$ cat src/rtl/vid_timing_gen_pkg.sv
// Shared types and constants for the video timing generator.
// Pattern encodings, colour-bar table, FSM states and the registered output payload.
package vid_timing_gen_pkg;

  localparam int unsigned H_CNT_W = 12;
  localparam int unsigned V_CNT_W = 11;
  localparam int unsigned PIX_W   = 24;

  typedef enum logic [1:0] {
    PAT_BARS  = 2'd0,
    PAT_RAMP  = 2'd1,
    PAT_GREY  = 2'd2,
    PAT_COORD = 2'd3
  } pat_e;

  typedef enum logic {
    ST_IDLE = 1'b0,
    ST_RUN  = 1'b1
  } state_e;

  localparam logic [PIX_W-1:0] GREY_PIX = 24'h808080;

  // Index 0 (white) sits in the least-significant slot
  localparam logic [7:0][PIX_W-1:0] BAR_RGB = {
    24'h000000, 24'h0000FF, 24'hFF0000, 24'hFF00FF,
    24'h00FF00, 24'h00FFFF, 24'hFFFF00, 24'hFFFFFF
  };

  typedef struct packed {
    logic             vsync;
    logic             hsync;
    logic             de;
    logic [PIX_W-1:0] data;
    logic             frame_start;
  } vid_out_t;

endpackage

$ cat src/rtl/vid_pattern_gen.sv
// Combinational test-pattern pixel for the current raster position.
// With VTG_COORD_EMBED_EN defined, pattern 3 carries a per-frame-moving box coordinate.
module vid_pattern_gen
  import vid_timing_gen_pkg::*;
#(
  parameter int unsigned H_ACTIVE = 1920,
  parameter int unsigned V_ACTIVE = 1080
) (
  input  logic               clk,
  input  logic               rstn,
  input  logic               advance,
  input  pat_e               pat,
  input  logic [H_CNT_W-1:0] h_cnt,
  input  logic [V_CNT_W-1:0] v_cnt,
  output logic [PIX_W-1:0]   pixel_c
);

  localparam int unsigned BAR_CMP_W = H_CNT_W + 3;

  logic [BAR_CMP_W-1:0] h_x8;
  logic [2:0]           bar_idx;
  logic [PIX_W-1:0]     coord_pix;
  logic                 unused_v;

  assign h_x8     = {h_cnt, 3'b000};
  assign unused_v = ^v_cnt[V_CNT_W-1:8];

  // Bar index = h*8/H_ACTIVE, resolved by threshold compares instead of a divider
  always_comb begin
    bar_idx = '0;
    for (int k = 1; k < 8; k++) begin
      if (h_x8 >= BAR_CMP_W'(k * H_ACTIVE)) bar_idx = 3'(k);
    end
  end

`ifdef VTG_COORD_EMBED_EN
  localparam logic [H_CNT_W-1:0] BOX_X_MAX = H_CNT_W'(H_ACTIVE - 48);
  localparam logic [V_CNT_W-1:0] BOX_Y_MAX = V_CNT_W'(V_ACTIVE - 48);

  logic [10:0]        box_x;
  logic [9:0]         box_y;
  logic [H_CNT_W-1:0] box_x_nxt;
  logic [V_CNT_W-1:0] box_y_nxt;

  assign box_x_nxt = H_CNT_W'(box_x) + H_CNT_W'(4);
  assign box_y_nxt = V_CNT_W'(box_y) + V_CNT_W'(2);

  // Box steps once per completed frame and restarts when it would leave the window
  always_ff @(posedge clk or negedge rstn) begin
    if (!rstn) begin
      box_x <= '0;
      box_y <= '0;
    end else if (advance) begin
      box_x <= (box_x_nxt > BOX_X_MAX) ? '0 : box_x_nxt[10:0];
      box_y <= (box_y_nxt > BOX_Y_MAX) ? '0 : box_y_nxt[9:0];
    end
  end

  assign coord_pix = {3'b000, box_y, box_x};
`else
  logic unused_box;

  assign unused_box = ^{clk, rstn, advance};
  assign coord_pix  = GREY_PIX;
`endif

  always_comb begin
    pixel_c = GREY_PIX;
    case (pat)
      PAT_BARS:  pixel_c = BAR_RGB[bar_idx];
      PAT_RAMP:  pixel_c = {h_cnt[7:0], v_cnt[7:0], h_cnt[7:0] ^ v_cnt[7:0]};
      PAT_GREY:  pixel_c = GREY_PIX;
      PAT_COORD: pixel_c = coord_pix;
      default:   pixel_c = GREY_PIX;
    endcase
  end

endmodule

$ cat src/rtl/vid_timing_gen.sv
// Programmable raster timing source with selectable test pattern.
// Optional coordinate embedding in pattern 3 is enabled by VTG_COORD_EMBED_EN.
module vid_timing_gen
  import vid_timing_gen_pkg::*;
#(
  parameter int unsigned H_ACTIVE = 1920,
  parameter int unsigned H_FP     = 88,
  parameter int unsigned H_SYNC   = 44,
  parameter int unsigned H_BP     = 148,
  parameter int unsigned V_ACTIVE = 1080,
  parameter int unsigned V_FP     = 4,
  parameter int unsigned V_SYNC   = 5,
  parameter int unsigned V_BP     = 36,
  parameter bit          SYNC_POL = 1'b1
) (
  input  logic             clk,
  input  logic             rstn,
  input  logic             en,
  input  logic [1:0]       pattern,
  output logic             vsync,
  output logic             hsync,
  output logic             de,
  output logic [PIX_W-1:0] data,
  output logic             frame_start,
  output logic             busy
);

  localparam int unsigned H_TOTAL = H_ACTIVE + H_FP + H_SYNC + H_BP;
  localparam int unsigned V_TOTAL = V_ACTIVE + V_FP + V_SYNC + V_BP;

  if (H_TOTAL >= 4096) begin : g_h_total_chk
    $error("H_TOTAL does not fit the 12-bit horizontal counter");
  end
  if (V_TOTAL >= 2048) begin : g_v_total_chk
    $error("V_TOTAL does not fit the 11-bit vertical counter");
  end

  localparam logic [H_CNT_W-1:0] H_LAST   = H_CNT_W'(H_TOTAL - 1);
  localparam logic [H_CNT_W-1:0] H_ACT_E  = H_CNT_W'(H_ACTIVE);
  localparam logic [H_CNT_W-1:0] HS_BEG   = H_CNT_W'(H_ACTIVE + H_FP);
  localparam logic [H_CNT_W-1:0] HS_END   = H_CNT_W'(H_ACTIVE + H_FP + H_SYNC);
  localparam logic [V_CNT_W-1:0] V_LAST   = V_CNT_W'(V_TOTAL - 1);
  localparam logic [V_CNT_W-1:0] V_ACT_E  = V_CNT_W'(V_ACTIVE);
  localparam logic [V_CNT_W-1:0] VS_BEG   = V_CNT_W'(V_ACTIVE + V_FP);
  localparam logic [V_CNT_W-1:0] VS_END   = V_CNT_W'(V_ACTIVE + V_FP + V_SYNC);

  localparam vid_out_t OUT_IDLE = '{
    vsync: !SYNC_POL, hsync: !SYNC_POL, de: 1'b0, data: '0, frame_start: 1'b0
  };

  state_e             state_q, state_d;
  logic [H_CNT_W-1:0] h_q, h_d;
  logic [V_CNT_W-1:0] v_q, v_d;
  pat_e               pat_q, pat_cur_c;
  vid_out_t           out_q, out_d;
  logic               busy_q;
  logic               run_c, first_px_c, frame_end_c, line_end_c;
  logic               de_c, hs_act_c, vs_act_c;
  logic [PIX_W-1:0]   pixel_c;

  assign run_c       = (state_q == ST_RUN);
  assign line_end_c  = (h_q == H_LAST);
  assign frame_end_c = line_end_c && (v_q == V_LAST);
  assign first_px_c  = run_c && (h_q == '0) && (v_q == '0);
  assign de_c        = (h_q < H_ACT_E) && (v_q < V_ACT_E);
  assign hs_act_c    = (h_q >= HS_BEG) && (h_q < HS_END);
  assign vs_act_c    = (v_q >= VS_BEG) && (v_q < VS_END);

  // Pattern is captured on the first pixel and held for the rest of the frame
  assign pat_cur_c = first_px_c ? pat_e'(pattern) : pat_q;

  vid_pattern_gen #(
    .H_ACTIVE (H_ACTIVE),
    .V_ACTIVE (V_ACTIVE)
  ) u_pattern (
    .clk     (clk),
    .rstn    (rstn),
    .advance (run_c && frame_end_c),
    .pat     (pat_cur_c),
    .h_cnt   (h_q),
    .v_cnt   (v_q),
    .pixel_c (pixel_c)
  );

  always_ff @(posedge clk or negedge rstn) begin
    if (!rstn) begin
      state_q <= ST_IDLE;
      h_q     <= '0;
      v_q     <= '0;
      pat_q   <= PAT_BARS;
      out_q   <= OUT_IDLE;
      busy_q  <= 1'b0;
    end else begin
      state_q <= state_d;
      h_q     <= h_d;
      v_q     <= v_d;
      pat_q   <= pat_cur_c;
      out_q   <= out_d;
      busy_q  <= (state_d == ST_RUN);
    end
  end

  // Stop requests are only honoured on the last pixel of a frame
  always_comb begin
    state_d = state_q;
    h_d     = h_q;
    v_d     = v_q;
    out_d   = OUT_IDLE;
    case (state_q)
      ST_IDLE: begin
        h_d = '0;
        v_d = '0;
        if (en) state_d = ST_RUN;
      end
      ST_RUN: begin
        if (line_end_c) begin
          h_d = '0;
          v_d = frame_end_c ? '0 : v_q + V_CNT_W'(1);
        end else begin
          h_d = h_q + H_CNT_W'(1);
        end
        if (frame_end_c && !en) state_d = ST_IDLE;
        out_d.de          = de_c;
        out_d.hsync       = hs_act_c ? SYNC_POL : !SYNC_POL;
        out_d.vsync       = vs_act_c ? SYNC_POL : !SYNC_POL;
        out_d.data        = de_c ? pixel_c : '0;
        out_d.frame_start = first_px_c;
      end
      default: state_d = ST_IDLE;
    endcase
  end

  assign vsync       = out_q.vsync;
  assign hsync       = out_q.hsync;
  assign de          = out_q.de;
  assign data        = out_q.data;
  assign frame_start = out_q.frame_start;
  assign busy        = busy_q;

endmodule

$ cat config.mk
export PLATFORM = sky130hd
export DESIGN_NAME = vid_timing_gen
export DESIGN_NICKNAME = d
export VERILOG_FILES = /design/src/rtl/vid_timing_gen_pkg.sv /design/src/rtl/vid_pattern_gen.sv /design/src/rtl/vid_timing_gen.sv
export SDC_FILE = /design/constraint.sdc
export NUM_CORES = 1
export LEC_CHECK = 0
export CAP_MARGIN = 20
export CORE_AREA = 5 5 114 84
export DETAILED_ROUTE_END_ITERATION = 6
export DIE_AREA = 0 0 119 89
export SYNTH_ARGS = -nofsm -noshare
export SYNTH_HDL_FRONTEND = slang
export SYNTH_HIERARCHICAL = 1
export SYNTH_SLANG_ARGS = --single-unit
$ cat constraint.sdc
create_clock -name clk -period 3.4 [get_ports clk]
set_input_delay 0.68 -clock clk [delete_from_list [all_inputs] [get_ports clk]]
set_output_delay 0.68 -clock clk [all_outputs]
set_load 0.03 [all_outputs]
After elaboration in Yosys (flattened, before gate mapping)

Memories as Yosys holds them, arrays and structs flattened.
Index checks and enable logic that the tools add are counted.

Reduce and logical (&&, ||, !) cells: 12
Bitwise logic cells: 2
Equal/unequal tests: 6
Order comparisons: 14
$add $sub $neg: 2
Mux-type cells: 22

Operators with widths:

| kind                                                                | number |
|---|---|
| case mux 24 bit (3 select lines)                                    | 1 |
| 2-to-1 mux 24 bit                                                   | 2 |
| greater-or-equal comparator 15 x 14 -> 1 bit, second input constant | 3 |
| greater-or-equal comparator 15 x 13 -> 1 bit, second input constant | 2 |
| 2-to-1 mux 28 bit                                                   | 1 |
| case mux 12 bit (2 select lines)                                    | 1 |
| < comparator 11 bit, second input constant                          | 2 |
| 2-to-1 mux 11 bit                                                   | 2 |
| case mux 11 bit (2 select lines)                                    | 1 |
| greater-or-equal comparator 15 x 11 -> 1 bit, second input constant | 1 |
| greater-or-equal comparator 15 x 12 -> 1 bit, second input constant | 1 |
| adder 12 x 1 -> 12 bit, second input constant                       | 1 |
| equality test 12 bit, second input constant                         | 1 |
| greater-or-equal comparator 12 x 11 -> 1 bit, second input constant | 1 |
| logical NOT 12 bit                                                  | 1 |
| < comparator 12 x 11 -> 1 bit, second input constant                | 1 |
| < comparator 12 bit, second input constant                          | 1 |
| 2-to-1 mux 12 bit                                                   | 1 |
| 2-to-1 mux 3 bit                                                    | 4 |
| adder 11 x 1 -> 11 bit, second input constant                       | 1 |
| equality test 11 bit, second input constant                         | 1 |
| greater-or-equal comparator 11 bit, second input constant           | 1 |
| logical NOT 11 bit                                                  | 1 |
| bitwise XOR 8 bit                                                   | 1 |
| other kinds (12)                                                    | 25 |

Memories kept: 1
Register bits after elaboration: 54
Output and inout bits: 29
ROM bits: 192
Word-level logic and storage cells: 68
Bits of input ports: 5

Memory list:

| name            | depth | bits a word | rd ports | clocked after Yosys merged registers in | wr ports | RTL line              | RTL |
|---|---|---|---|---|---|---|---|
| (no name shown) | 8     | 24          | 1        | 0                                       | 0        | vid_pattern_gen.sv:70 | `PAT_BARS: pixel_c = BAR_RGB[bar_idx];` |

Longest topological paths before layout

Depth after elaboration: 13
Depth in mapped cells: 11

Modules after synthesis

The synthesis kept the hierarchy.

By module, submodules not included:

| module          | area an instance (um^2) | seq. area each (um^2) | times used | cells an instance |
|---|---|---|---|---|
| vid_timing_gen  | 2,343.5                 | 1,351.3               | 1          | 216 |
| vid_pattern_gen | 509.2                   | 0.0                   | 1          | 74 |

Least setup slack after synthesis

OpenSTA, ideal clock, no wires.

Path type: flip-flop to flip-flop
Start point: reg v_q[0]
End point: reg out_q, in the netlist data[16]
Setup time: 119 ps
Arrival: 2,274 ps
Setup slack: 1,007 ps
Required time: 3,281 ps
Stages on the path, launching flop included: 11
Buffers on the path: 0
Cells stage by stage: dfrtp_1 -> inv_1 -> ha_1 -> nor4b_1 -> nand3_1 -> nor3_1 -> mux2_2 -> a31o_2 -> o21bai_2 -> a21oi_1 -> and2_1

RTL lines:

| what                   | RTL line             | RTL |
|---|---|---|
| start, declared        | vid_timing_gen.sv:53 | `logic [V_CNT_W-1:0] v_q, v_d;` |
| start signal, assigned | vid_timing_gen.sv:96 | `v_q <= v_d;` |
| end signal, assigned   | vid_timing_gen.sv:98 | `out_q <= out_d;` |
| end, declared          | vid_timing_gen.sv:55 | `vid_out_t out_q, out_d;` |

==> reports/summary.log <==
INFO  floorplanning  ios=34
INFO  place          gp_congestion=0.822
INFO  timing         hold_ws=0.399ns
INFO  cts            cts.root.buffer_cell=sky130_fd_sc_hd__clkbuf_16
INFO  timing         grt_setup_unrepaired=no
INFO  cts            cts_buffer_depth=2
INFO  timing         tightestPinTransition=0.828ns
INFO  yosys          netlist_instances=289
INFO  worst_setup_path r2r_start=h_q[5]
INFO  drt            route.detailed.drc=0
INFO  timing         fin_worst_skew=0.00378ns
INFO  drt            drt.antenna.violating_nets=0
INFO  worst_setup_path reg2regPathDepth=9
INFO  floorplanning  initial_utilization=34.4%
INFO  timing         fmaxAchievable=343MHz
INFO  cts            cts.sinks=54
INFO  final_layout   layout.nets=326
INFO  cts            tritoncts=built
INFO  grt            number_of_global_route_vias_before_repair=2049
INFO  cts            post_cts_repair_timing_setup_buffer_count=0
INFO  grt            grt_pass1_wl=10800um
INFO  drt            via_per_inst=5.09
INFO  cts            tritoncts.num_buffers=5
INFO  worst_setup_path critical-path-max-stage-delay=0.56ns
INFO  final_layout   stdcell_count=423
INFO  worst_setup_path critical_path.top_delay_family=simple AND/OR/NAND/NOR gates
INFO  power_and_ir_drop leakage=1.43nW
INFO  timing         finalCriticalPeriod=2.92ns
INFO  final_layout   finish.utilization=41.0%
INFO  floorplanning  fp.dieArea=0.0106mm^2
INFO  floorplanning  core_area=0.00827mm^2
INFO  worst_setup_path worst_path_max_delay_cell=sky130_fd_sc_hd__dfrtp_1
INFO  power_and_ir_drop power.total=1.30mW
INFO  worst_setup_path cp.buffers_inverters=0
INFO  run_status     outcome=completed
INFO  timing         hold_violations=0
INFO  cts            worstSkewPairLatency=0.29ns
INFO  worst_setup_path startpoint_type=flop
INFO  worst_setup_path critPathArrivalTime=3.14ns
INFO  final_layout   insertedDiodeCount=0
INFO  place          placed_cells=415
INFO  floorplanning  floorplan.rows=28
INFO  drt            drt-pass1-iter-count=4
INFO  cts            cts_resized=0
INFO  worst_setup_path critical_path.most_common_cell=sky130_fd_sc_hd__nor3_1
INFO  floorplanning  die-width=119um
INFO  timing         postLayoutSetupSlackWorst=0.485ns
INFO  power_and_ir_drop vdd.ir_drop.worst=0.000187V
INFO  drt            final_routed_wirelength=6470um
INFO  drt            routed-via-count=2152
INFO  place          detailed_place_hpwl=4550um
INFO  floorplanning  dieHeight=89um
INFO  yosys          postSynthAreaPerCell=9.85um^2
INFO  timing         slew_viol_final=0
INFO  cts            clock_tree.htree_level_count=2
INFO  drt            wire_per_inst=15.3um
INFO  timing         worst_slew_margin_rel=44.8%
INFO  cts            cts-hold-fix-buffers=0
INFO  min_path       worst_min_delay_path_category=in -> async
INFO  final_layout   area_growth_syn_to_layout=19.0%
INFO  timing         setup_viol_count_final=0
INFO  power_and_ir_drop power.density_cell_area=383mW/mm^2
INFO  worst_setup_path endpoint_kind=flop
INFO  worst_setup_path critical_path_required=3.63ns
INFO  grt            residual_overflow_from_global_routing=0
INFO  yosys          post_synth_instance_area=0.00285mm^2
INFO  place          pre_cts_slack=0.531ns
INFO  place          place.port_buffers=33
INFO  timing         final.setup.tns=0ns
INFO  place          placed_cell_area=0.00324mm^2
INFO  timing         final_min_period_over_clock_period=85.7%
INFO  yosys          syn-num-nets=298
INFO  final_layout   fin_area=0.00339mm^2
INFO  worst_setup_path timing.critical_path.cells=nor4_4 -> nand3_1 -> nor3_1 -> mux2_2 -> nor3_1 -> o211a_1 -> o221ai_2 -> o21ai_0 -> and2_1
INFO  grt            grt_antenna_before_repair=0
INFO  grt            gr-usage-all-layers=12.8%
INFO  worst_setup_path criticalPathCategory=reg -> reg
INFO  drt            drtIter0Drc=164
INFO  worst_setup_path path_max_fanout=16
INFO  job            drv_cap=0
INFO  worst_setup_path worst_r2r_endpoint=data[5]
INFO  worst_setup_path setup_slack_reg_to_reg=0.48ns
INFO  yosys          yosysWarnings=6
INFO  grt            grt_max_degree=29
INFO  cts            path_clk_slew=0.07ns
INFO  final_layout   drive_gt1_share=9.43%
[flip-flops by register name, indices dropped and copies added, names as in the netlist]
register,cells
busy,1
data,24
de,1
frame_start,1
h_q,12
hsync,1
pat_q,2
v_q,11
vsync,1
[report_power, final]
part | switching, mW | internal (mW) | leakage, nW
clock network | 0.242 | 0.277 | 0.0704
registers | 0.00479 | 0.658 | 0.688
logic | 0.0696 | 0.0470 | 0.671
[how the worst max path moves through the flow]
stage,startpoint,cells after the start,endpoint
3_3_place_gp,h_q[5],8,data[16]
4_1_cts,h_q[5],8,data[19]
6_report,h_q[5],9,data[5]
2_1_floorplan,v_q[0],10,data[16]
5_1_grt,h_q[5],9,data[5]
3_5_place_dp,h_q[5],8,data[19]
[cell type report]
class	instances	area, um^2
clock buffers	5	125
clock inverters	3	25.0
multi-input cells	203	1350
flip-flops and latches	54	1350
fillers	803	4880
inverters	17	63.8
well taps	105	131
repair buffers	36	348
[placed cells by master, fill, tap and decap left out, drive strengths merged, types with 3 or more instances in the layout]
cell           instances
buf                    4
or3                    8
clkbuf                 5
nor3                  12
and3                   3
o21ai                 14
nand3                 17
nand2b                 4
dfrtp                 54
xnor2                 15
clkdlybuf4s50         32
nand4                  8
nor2                  19
xor2                   3
a21o                   7
inv                   18
ha                     4
and2                  26
o31ai                  4
nand2                  9
a21oi                 20
[routing by layer]
metal	routed length (um)	track usage, %	share of wire, %	vias up
li1	-	-	-	1056
met1	3260	19.1	50	1020
met2	2700	18.1	42	67
met3	429	3.48	6.6	9
met4	81	3.68	1.3	0
met5	0	0	0	-
Power figures use the tool's default switching activity.
